--- src/rtl/hilo_muldiv_ctrl.sv ---
// Iterative MULT/MULTU/DIV/DIVU sequencer owning the HI/LO pair, plus MTHI/MTLO writes.
// Define MULDIV_DIV_EN to build the restoring divider; otherwise DIV/DIVU complete in one cycle and leave HI/LO unchanged.
module hilo_muldiv_ctrl #(
    parameter int XLEN = 32
) (
    input  logic            clk,
    input  logic            reset,
    input  logic            start,
    input  logic [2:0]      op,
    input  logic [XLEN-1:0] a,
    input  logic [XLEN-1:0] b,
    output logic            busy,
    output logic            done,
    output logic [XLEN-1:0] hi,
    output logic [XLEN-1:0] lo
);
    localparam int CW = $clog2(XLEN);

    typedef enum logic [1:0] {
        ST_IDLE = 2'd0,
        ST_MUL  = 2'd1,
`ifdef MULDIV_DIV_EN
        ST_DIV  = 2'd2,
`endif
        ST_FIX  = 2'd3
    } state_t;

    state_t            state_q, state_d;
    logic [CW-1:0]     cnt_q, cnt_d;
    logic [2*XLEN-1:0] acc_q, acc_d;
    logic [XLEN-1:0]   a_q, a_d;
    logic [XLEN-1:0]   b_q, b_d;
    logic              psign_q, psign_d;
    logic              is_div_q, is_div_d;
    logic [XLEN-1:0]   hi_q, hi_d;
    logic [XLEN-1:0]   lo_q, lo_d;
    logic              done_q, done_d;
    logic              busy_q, busy_d;
    logic [XLEN:0]     sum_s;
`ifdef MULDIV_DIV_EN
    logic              rsign_q, rsign_d;
    logic              dz_q, dz_d;
    logic [XLEN:0]     rem_sh_s;
    logic [XLEN:0]     diff_s;
`endif

    // Two's-complement magnitude for signed operands, raw value for unsigned ones.
    function automatic logic [XLEN-1:0] mag(input logic [XLEN-1:0] v, input logic sgn);
        if (sgn && v[XLEN-1]) begin
            mag = -v;
        end else begin
            mag = v;
        end
    endfunction

    // Next-state, datapath step and HI/LO update.
    always_comb begin
        state_d  = state_q;
        cnt_d    = cnt_q;
        acc_d    = acc_q;
        a_d      = a_q;
        b_d      = b_q;
        psign_d  = psign_q;
        is_div_d = is_div_q;
        hi_d     = hi_q;
        lo_d     = lo_q;
        done_d   = 1'b0;
        // Right-shifting shift-add: the partial product's upper half absorbs the multiplicand.
        sum_s    = {1'b0, acc_q[2*XLEN-1:XLEN]} + (b_q[0] ? {1'b0, a_q} : {(XLEN+1){1'b0}});
`ifdef MULDIV_DIV_EN
        rsign_d  = rsign_q;
        dz_d     = dz_q;
        rem_sh_s = {acc_q[2*XLEN-1:XLEN], a_q[XLEN-1]};
        diff_s   = rem_sh_s - {1'b0, b_q};
`endif
        case (state_q)
            ST_IDLE: begin
                if (start) begin
                    case (op)
                        3'b100: hi_d = a;
                        3'b101: lo_d = a;
                        3'b000, 3'b001, 3'b010, 3'b011: begin
                            a_d      = mag(a, op[0]);
                            b_d      = mag(b, op[0]);
                            psign_d  = op[0] & (a[XLEN-1] ^ b[XLEN-1]);
                            is_div_d = op[1];
                            acc_d    = {(2*XLEN){1'b0}};
                            cnt_d    = {CW{1'b0}};
`ifdef MULDIV_DIV_EN
                            rsign_d  = op[0] & a[XLEN-1];
                            dz_d     = (b == {XLEN{1'b0}});
                            state_d  = op[1] ? ST_DIV : ST_MUL;
`else
                            state_d  = op[1] ? ST_FIX : ST_MUL;
`endif
                        end
                        default: state_d = ST_IDLE;
                    endcase
                end else begin
                    state_d = ST_IDLE;
                end
            end
            ST_MUL: begin
                acc_d = {sum_s, acc_q[XLEN-1:1]};
                b_d   = b_q >> 1;
                cnt_d = cnt_q + {{(CW-1){1'b0}}, 1'b1};
                if (cnt_q == CW'(XLEN-1)) begin
                    state_d = ST_FIX;
                end else begin
                    state_d = ST_MUL;
                end
            end
`ifdef MULDIV_DIV_EN
            ST_DIV: begin
                // Upper half holds the partial remainder, lower half collects quotient bits.
                if (!diff_s[XLEN]) begin
                    acc_d = {diff_s[XLEN-1:0], acc_q[XLEN-2:0], 1'b1};
                end else begin
                    acc_d = {rem_sh_s[XLEN-1:0], acc_q[XLEN-2:0], 1'b0};
                end
                a_d   = a_q << 1;
                cnt_d = cnt_q + {{(CW-1){1'b0}}, 1'b1};
                if (cnt_q == CW'(XLEN-1)) begin
                    state_d = ST_FIX;
                end else begin
                    state_d = ST_DIV;
                end
            end
`endif
            ST_FIX: begin
                state_d = ST_IDLE;
                done_d  = 1'b1;
                if (is_div_q) begin
`ifdef MULDIV_DIV_EN
                    // A zero divisor yields an all-ones quotient that must not be negated.
                    hi_d = rsign_q ? -acc_q[2*XLEN-1:XLEN] : acc_q[2*XLEN-1:XLEN];
                    lo_d = (psign_q && !dz_q) ? -acc_q[XLEN-1:0] : acc_q[XLEN-1:0];
`else
                    hi_d = hi_q;
                    lo_d = lo_q;
`endif
                end else begin
                    {hi_d, lo_d} = psign_q ? -acc_q : acc_q;
                end
            end
            default: state_d = ST_IDLE;
        endcase
        busy_d = (state_d != ST_IDLE);
    end

    // State, datapath and output registers with synchronous reset.
    always_ff @(posedge clk) begin
        if (reset) begin
            state_q  <= ST_IDLE;
            cnt_q    <= {CW{1'b0}};
            acc_q    <= {(2*XLEN){1'b0}};
            a_q      <= {XLEN{1'b0}};
            b_q      <= {XLEN{1'b0}};
            psign_q  <= 1'b0;
            is_div_q <= 1'b0;
            hi_q     <= {XLEN{1'b0}};
            lo_q     <= {XLEN{1'b0}};
            done_q   <= 1'b0;
            busy_q   <= 1'b0;
`ifdef MULDIV_DIV_EN
            rsign_q  <= 1'b0;
            dz_q     <= 1'b0;
`endif
        end else begin
            state_q  <= state_d;
            cnt_q    <= cnt_d;
            acc_q    <= acc_d;
            a_q      <= a_d;
            b_q      <= b_d;
            psign_q  <= psign_d;
            is_div_q <= is_div_d;
            hi_q     <= hi_d;
            lo_q     <= lo_d;
            done_q   <= done_d;
            busy_q   <= busy_d;
`ifdef MULDIV_DIV_EN
            rsign_q  <= rsign_d;
            dz_q     <= dz_d;
`endif
        end
    end

    assign busy = busy_q;
    assign done = done_q;
    assign hi   = hi_q;
    assign lo   = lo_q;
endmodule

--- config.mk ---
export PLATFORM = sky130hd
export DESIGN_NAME = hilo_muldiv_ctrl
export DESIGN_NICKNAME = d
export VERILOG_FILES = /design/src/rtl/hilo_muldiv_ctrl.sv
export SDC_FILE = /design/constraint.sdc
export NUM_CORES = 1
export LEC_CHECK = 0
export CORE_MARGIN = 2
export CORE_UTILIZATION = 45
export DETAILED_ROUTE_END_ITERATION = 10
export GPL_ROUTABILITY_DRIVEN = 1
export HOLD_SLACK_MARGIN = 0.12
export PLACE_DENSITY = 0.65
export SLEW_MARGIN = 20
export SYNTH_ARGS = -nofsm -noshare
export SYNTH_HDL_FRONTEND = slang
export SYNTH_SLANG_ARGS = --single-unit
--- constraint.sdc ---
create_clock -name clk -period 3.85 [get_ports clk]
set_input_delay 0.77 -clock clk [delete_from_list [all_inputs] [get_ports clk]]
set_output_delay 0.77 -clock clk [all_outputs]
set_load 0.02 [all_outputs]
# ---- Word level (Yosys, flattened, before mapping)
# Cells that the tools add are included.
dict set report word_totals {
  regBits 203
  in_bits 70
  output_inout_bits 66
}
dict set report classes {
  n_addsub 5
  eq_ne 13
  muxes 27
  bitwise_logic 2
  n_reduce_logical 13
}
# cell n
set ops {}
lappend ops {{2-to-1 mux 32 bit} 11}
lappend ops {{2-to-1 mux 64 bit} 3}
lappend ops {{case mux 32 bit (2 select lines)} 3}
lappend ops {{case mux 64 bit (2 select lines)} 1}
lappend ops {{negation 32 bit} 2}
lappend ops {{negation 64 bit} 1}
lappend ops {{adder 32 x 32 -> 33 bit} 1}
lappend ops {{2-to-1 mux 5 bit} 2}
lappend ops {{case mux 5 bit (2 select lines)} 1}
lappend ops {{case mux 2 bit (2 select lines)} 2}
lappend ops {{AND reduction 4 bit} 2}
lappend ops {{== test 3 x 2 -> 1 bit, second input constant} 2}
lappend ops {{== test 3 bit, second input constant} 2}
lappend ops {{2-to-1 mux 2 bit} 3}
lappend ops {{!= test 2 x 1 -> 1 bit, second input constant} 3}
lappend ops {{AND reduction 3 bit} 2}
lappend ops {{nonzero test 2 bit} 3}
lappend ops {{adder 5 x 1 -> 5 bit, second input constant} 1}
lappend ops {{== test 5 bit, second input constant} 1}
lappend ops {{!= test 2 bit, second input constant} 2}
lappend ops {{OR reduction 4 bit} 1}
lappend ops {{== test 3 x 1 -> 1 bit, second input constant} 1}
lappend ops {{logical NOT 3 bit} 1}
lappend ops {{== test 2 x 1 -> 1 bit, second input constant} 1}
lappend ops {{other kinds (7)} 8}

# ---- Longest topological paths before layout
dict set report depth {
  word_depth 6
  ltp_mapped 12
  depth_no_buf 11
}

# ---- Worst setup path after synthesis
# OpenSTA, ideal clock, no wires.
dict set report synth_timing {
  path_type {input -> register}
  from {in a[5]}
  to {reg a_q[27]}
  setup_time_ps 86
  arrival_ps 2893
  slack_ps 872
  path_stages 8
  path_buffers 1
  cell_sequence {nor4_1 nand3_1 or4_1 clkbuf_1 or3_1 o21ai_0 xor2_1 a211oi_1}
}
dict set report synth_between {
  elab_chain_cells 2
}
# element line_no
set synth_rtl {}
lappend synth_rtl {{start, declared} 10} ;# input logic [XLEN-1:0] a,
lappend synth_rtl {{negation 32 bit} 50} ;# mag = -v;
lappend synth_rtl {{2-to-1 mux 32 bit} 49} ;# if (sgn && v[XLEN-1]) begin
lappend synth_rtl {{end signal, assigned} 157} ;# a_q <= {XLEN{1'b0}};
lappend synth_rtl {{end, declared} 31} ;# logic [XLEN-1:0] a_q, a_d;
# No other way between the ends.
# A chain may end at the register's enable or synchronous reset.

# ---- Final worst setup path
dict set report layout_timing {
  from {reg b_q[0]}
  to {reg acc_q[59]}
}
dict set report layout_between {
  elab_chain_cells 3
}
# element line_no
set layout_rtl {}
lappend layout_rtl {{start, declared} 32} ;# logic [XLEN-1:0] b_q, b_d;
lappend layout_rtl {{start signal, assigned} 158} ;# b_q <= {XLEN{1'b0}};
lappend layout_rtl {{2-to-1 mux 32 bit} 69} ;# sum_s = {1'b0, acc_q[2*XLEN-1:XLEN]} + (b_q[0] ? {1'b0, a_q} : {(XLEN+1){1'b0}});
lappend layout_rtl {{adder 32 x 32 -> 33 bit} 69}
lappend layout_rtl {{case mux 64 bit (2 select lines)} 76} ;# case (state_q)
lappend layout_rtl {{end signal, assigned} 156} ;# acc_q <= {(2*XLEN){1'b0}};
lappend layout_rtl {{end, declared} 30} ;# logic [2*XLEN-1:0] acc_q, acc_d;
# No other way between the ends.

==> key figures <==
Drt
  – Routed vias/inst: 6.13
  – Routed wire length: 42,800 um
  – Post-route ant nets: 0
  – Via count: about 13,000
  – Drt drc: 0
  – DR iter-0 viols: about 1,300
  – 1st-pass router iterations: 7
  – Avg WL per Cell: around 20 um

STA
  – Setup ws final: ~0.53 ns
  – Clock Skews: around 0.02 ns
  – Max-slew violation count: 0
  – Worst rel slew slack: roughly 42%
  – Max Clk Rate: 301 MHz
  – Tmin final: about 3.3 ns
  – Hold WS: 0.454 ns
  – Worst slew pin tran: approximately 0.87 ns
  – Final setup viols: 0
  – Unrepaired setup endpoints after global routing: no
  – Final hold vios: 0
  – Final TNS setup: 0 ns
  – Fin crit share: between 80% and 90%

Job
  – Max_cap viols: 0

Clocking
  – Clk_lat worst skew: roughly 0.53 ns
  – Setup Buffers After CTS: 0
  – CTS tree: done
  – CTS clk-pin slew, worst paths: ~0.060 ns
  – # clock sinks: between 200 and 250
  – Cts bufs inserted: 24
  – Post-CTS sizing: 0
  – CTS Hold Bufs: 0
  – Htree depth: 1
  – CTS Buffer Depth: 3
  – Clock root cell: clkbuf_16

Power and ir drop
  – Pwr Density: 338 mW/mm^2
  – Leakage: 5.52 nW
  – Clock share of power: 42.9%
  – Switch Pwr: 1.37 mW
  – P_int: 3.66 mW
  – Comb pwr share: about an eighth
  – Switching power share of the total: 27.2%
  – VDD IR max: ~0.24 mV
  – Sequential power share: 44.2%
  – Overall power: between 5 and 6 mW

Floorplan
  – Core area: ~0.028 mm^2
  – DIE HEIGHT: 171 um
  – Initial core utilization: between 40 and 50%
  – Num rows: 61
  – Die Area: between 0.02 and 0.03 mm^2
  – I/O pin count: between 100 and 150
  – Die X: between 150 and 200 um

Synth
  – Cells after synthesis: ~1,600
  – Most frequent cells after synthesis: 224 x nor2_1, 203 x dfxtp_1, 139 x nand2_1, 110 x a21oi_1, 109 x clkbuf_1
  – Post-Syn Area per Cell: a little under 8 um^2
  – Netlist cell types: 82
  – EDFF count, synth: 0
  – Largest area contributor in the netlist: dfxtp_1
  – Top-area cell type share of the netlist area: approximately a third
  – Ys Warns: 0
  – Post-synthesis net count: roughly 1,700
  – Prevailing post-synth register cell: dfxtp_1
  – Synth Cell Area: 0.0125 mm^2
  – Largest cells by area after synthesis: dfxtp_1 32%, nor2_1 6.7%, xor2_1 5.9%, a21oi_1 4.4%, nand2_1 4.2%
  – Most frequent cell after synthesis: nor2_1
  – Flops & latches, synth: a little over 200
  – Synth async-reset ratio: 0%
  – Seq/Total Area, Yosys: 32.4%

Worst setup path
  – CP Launch Type: register
  – Critical Path End Type: register
  – Arr. time, crit path: 3.78 ns
  – WS Path Type: reg2reg
  – WP data required: approximately 4.3 ns
  – Crit-path max FO: 10
  – Worst R2R Path Depth: 11

GRT
  – Global-route wire length before repair: ~67,000 um
  – Remaining global-route overflow: 0
  – Largest net degree at the start of global routing: between 100 and 150
  – Initial antenna violation count: 0
  – Vias in the first global route: ~12,000
  – Global-route usage over all layers: approximately 29%

Finish
  – N_diodes: 0
  – Area grow syn2layout: 18.9%
  – Layout cell share with drive strength beyond 1: a little over 6%
  – Layout Nets: about 1,800
  – Post-route design area: 0.0149 mm^2
  – Layout Cells excl Fill: between 2,000 and 2,500
  – Final Core Density: a little over half

Hold path
  – WHS Path Cells: 2
  – HP Class: reg2reg

Placement
  – Placed standard-cell area: 0.0142 mm^2
  – Cells after DPL: around 2,000
  – Post-DP HPWL: 31,400 um
  – Port Buffer Count: about 140
  – DP Worst Slack: slightly above 0.2 ns
  – RD Place Congestion: 0.956

Status
  – Status: completed
==> metal layers <==
layer / part of all wire (%) / GRT usage [%] / vias to the layer above
met1: 45 / 41.5 / 6039
met4: 2.7 / 8.18 / 0
met3: 8.6 / 5.00 / 74
li1: - / - / 6140
met2: 43 / 44.8 / 546
met5: 0 / 0 / -
==> cell families after synthesis <==
group,after synthesis,share of synthesized area [%]
and+or+nand+nor,617,23.7
adders and majority gates,38,3.85
AOI/OAI and AO/OA,493,26.6
muxes,4,0.319
xor gates and xnor gates,122,8.52
DFF,203,32.4
buffers and inverters,144,4.54
==> layout make-up <==
class | count | area [um^2]
inverters | 23 | 86.3
clock buffers | 31 | 648
well taps | 378 | 473
multi-input cells | 1274 | 7920
flip-flops and latches | 203 | 4070
clock inverters | 7 | 60.1
repair buffers | 171 | 1660
fillers | 2704 | 12700
==> sequential cells by signal, indices dropped and copies added (netlist names) <==
name and flops:
a_q 32, acc_q 64, b_q 32, busy 1, cnt_q 5, done 1
hi 32, is_div_q 1, lo 32, psign_q 1, state_q 2
==> critical path, cell delays in order (launching register included) <==
cell	delay (ns)
dfxtp_1	0.58
and2_1	0.19
ha_1	0.19
inv_1	0.07
fa_1	0.41
nand2b_1	0.20
a21o_1	0.19
a31o_2	0.25
o21ai_0	0.35
a22oi_1	0.28
or4_1	0.45
nand3_1	0.08
==> power groups by stage <==
stage | combinational [mW] | sequential [mW] | clock (mW)
final | 0.652 | 2.22 | 2.16
after global routing | 0.706 | 2.23 | 2.27
after CTS | 0.646 | 2.22 | 2.19
after detailed placement | 0.643 | 2.27 | 0
after global placement | 0.638 | 2.27 | 0
after floorplan | 0.347 | 2.27 | 0
==> cell usage in the layout (no fill, tap or decap), drive strengths merged, types with 14 or more instances in the layout <==
| cell type | instances |
|---|---|
| nor2 | 224 |
| dfxtp | 203 |
| nand2 | 139 |
| clkdlybuf4s50 | 134 |
| a21oi | 110 |
| o21ai | 107 |
| xor2 | 85 |
| a211oi | 49 |
| nor3 | 43 |
| a22oi | 42 |
| and2 | 39 |
| xnor2 | 37 |
| ha | 37 |
| buf | 37 |
| a222oi | 31 |
| clkbuf | 31 |
| nand3 | 29 |
| or3 | 27 |
| o31ai | 26 |
| nand4 | 23 |
| nor4 | 23 |
| inv | 22 |
| or4 | 17 |
| a31oi | 16 |
| o211ai | 14 |
==> worst paths after layout <==
kind | slack [ns] | startpoint | endpoint
setup / recovery | 0.53 | b_q[0] | acc_q[59]
hold / removal | 0.45 | a_q[30] | a_q[30]
setup reg to reg | 0.53 | b_q[0] | acc_q[59]
hold reg to reg | 0.45 | a_q[30] | a_q[30]
Note: power is estimated with default switching activity, not from simulation.
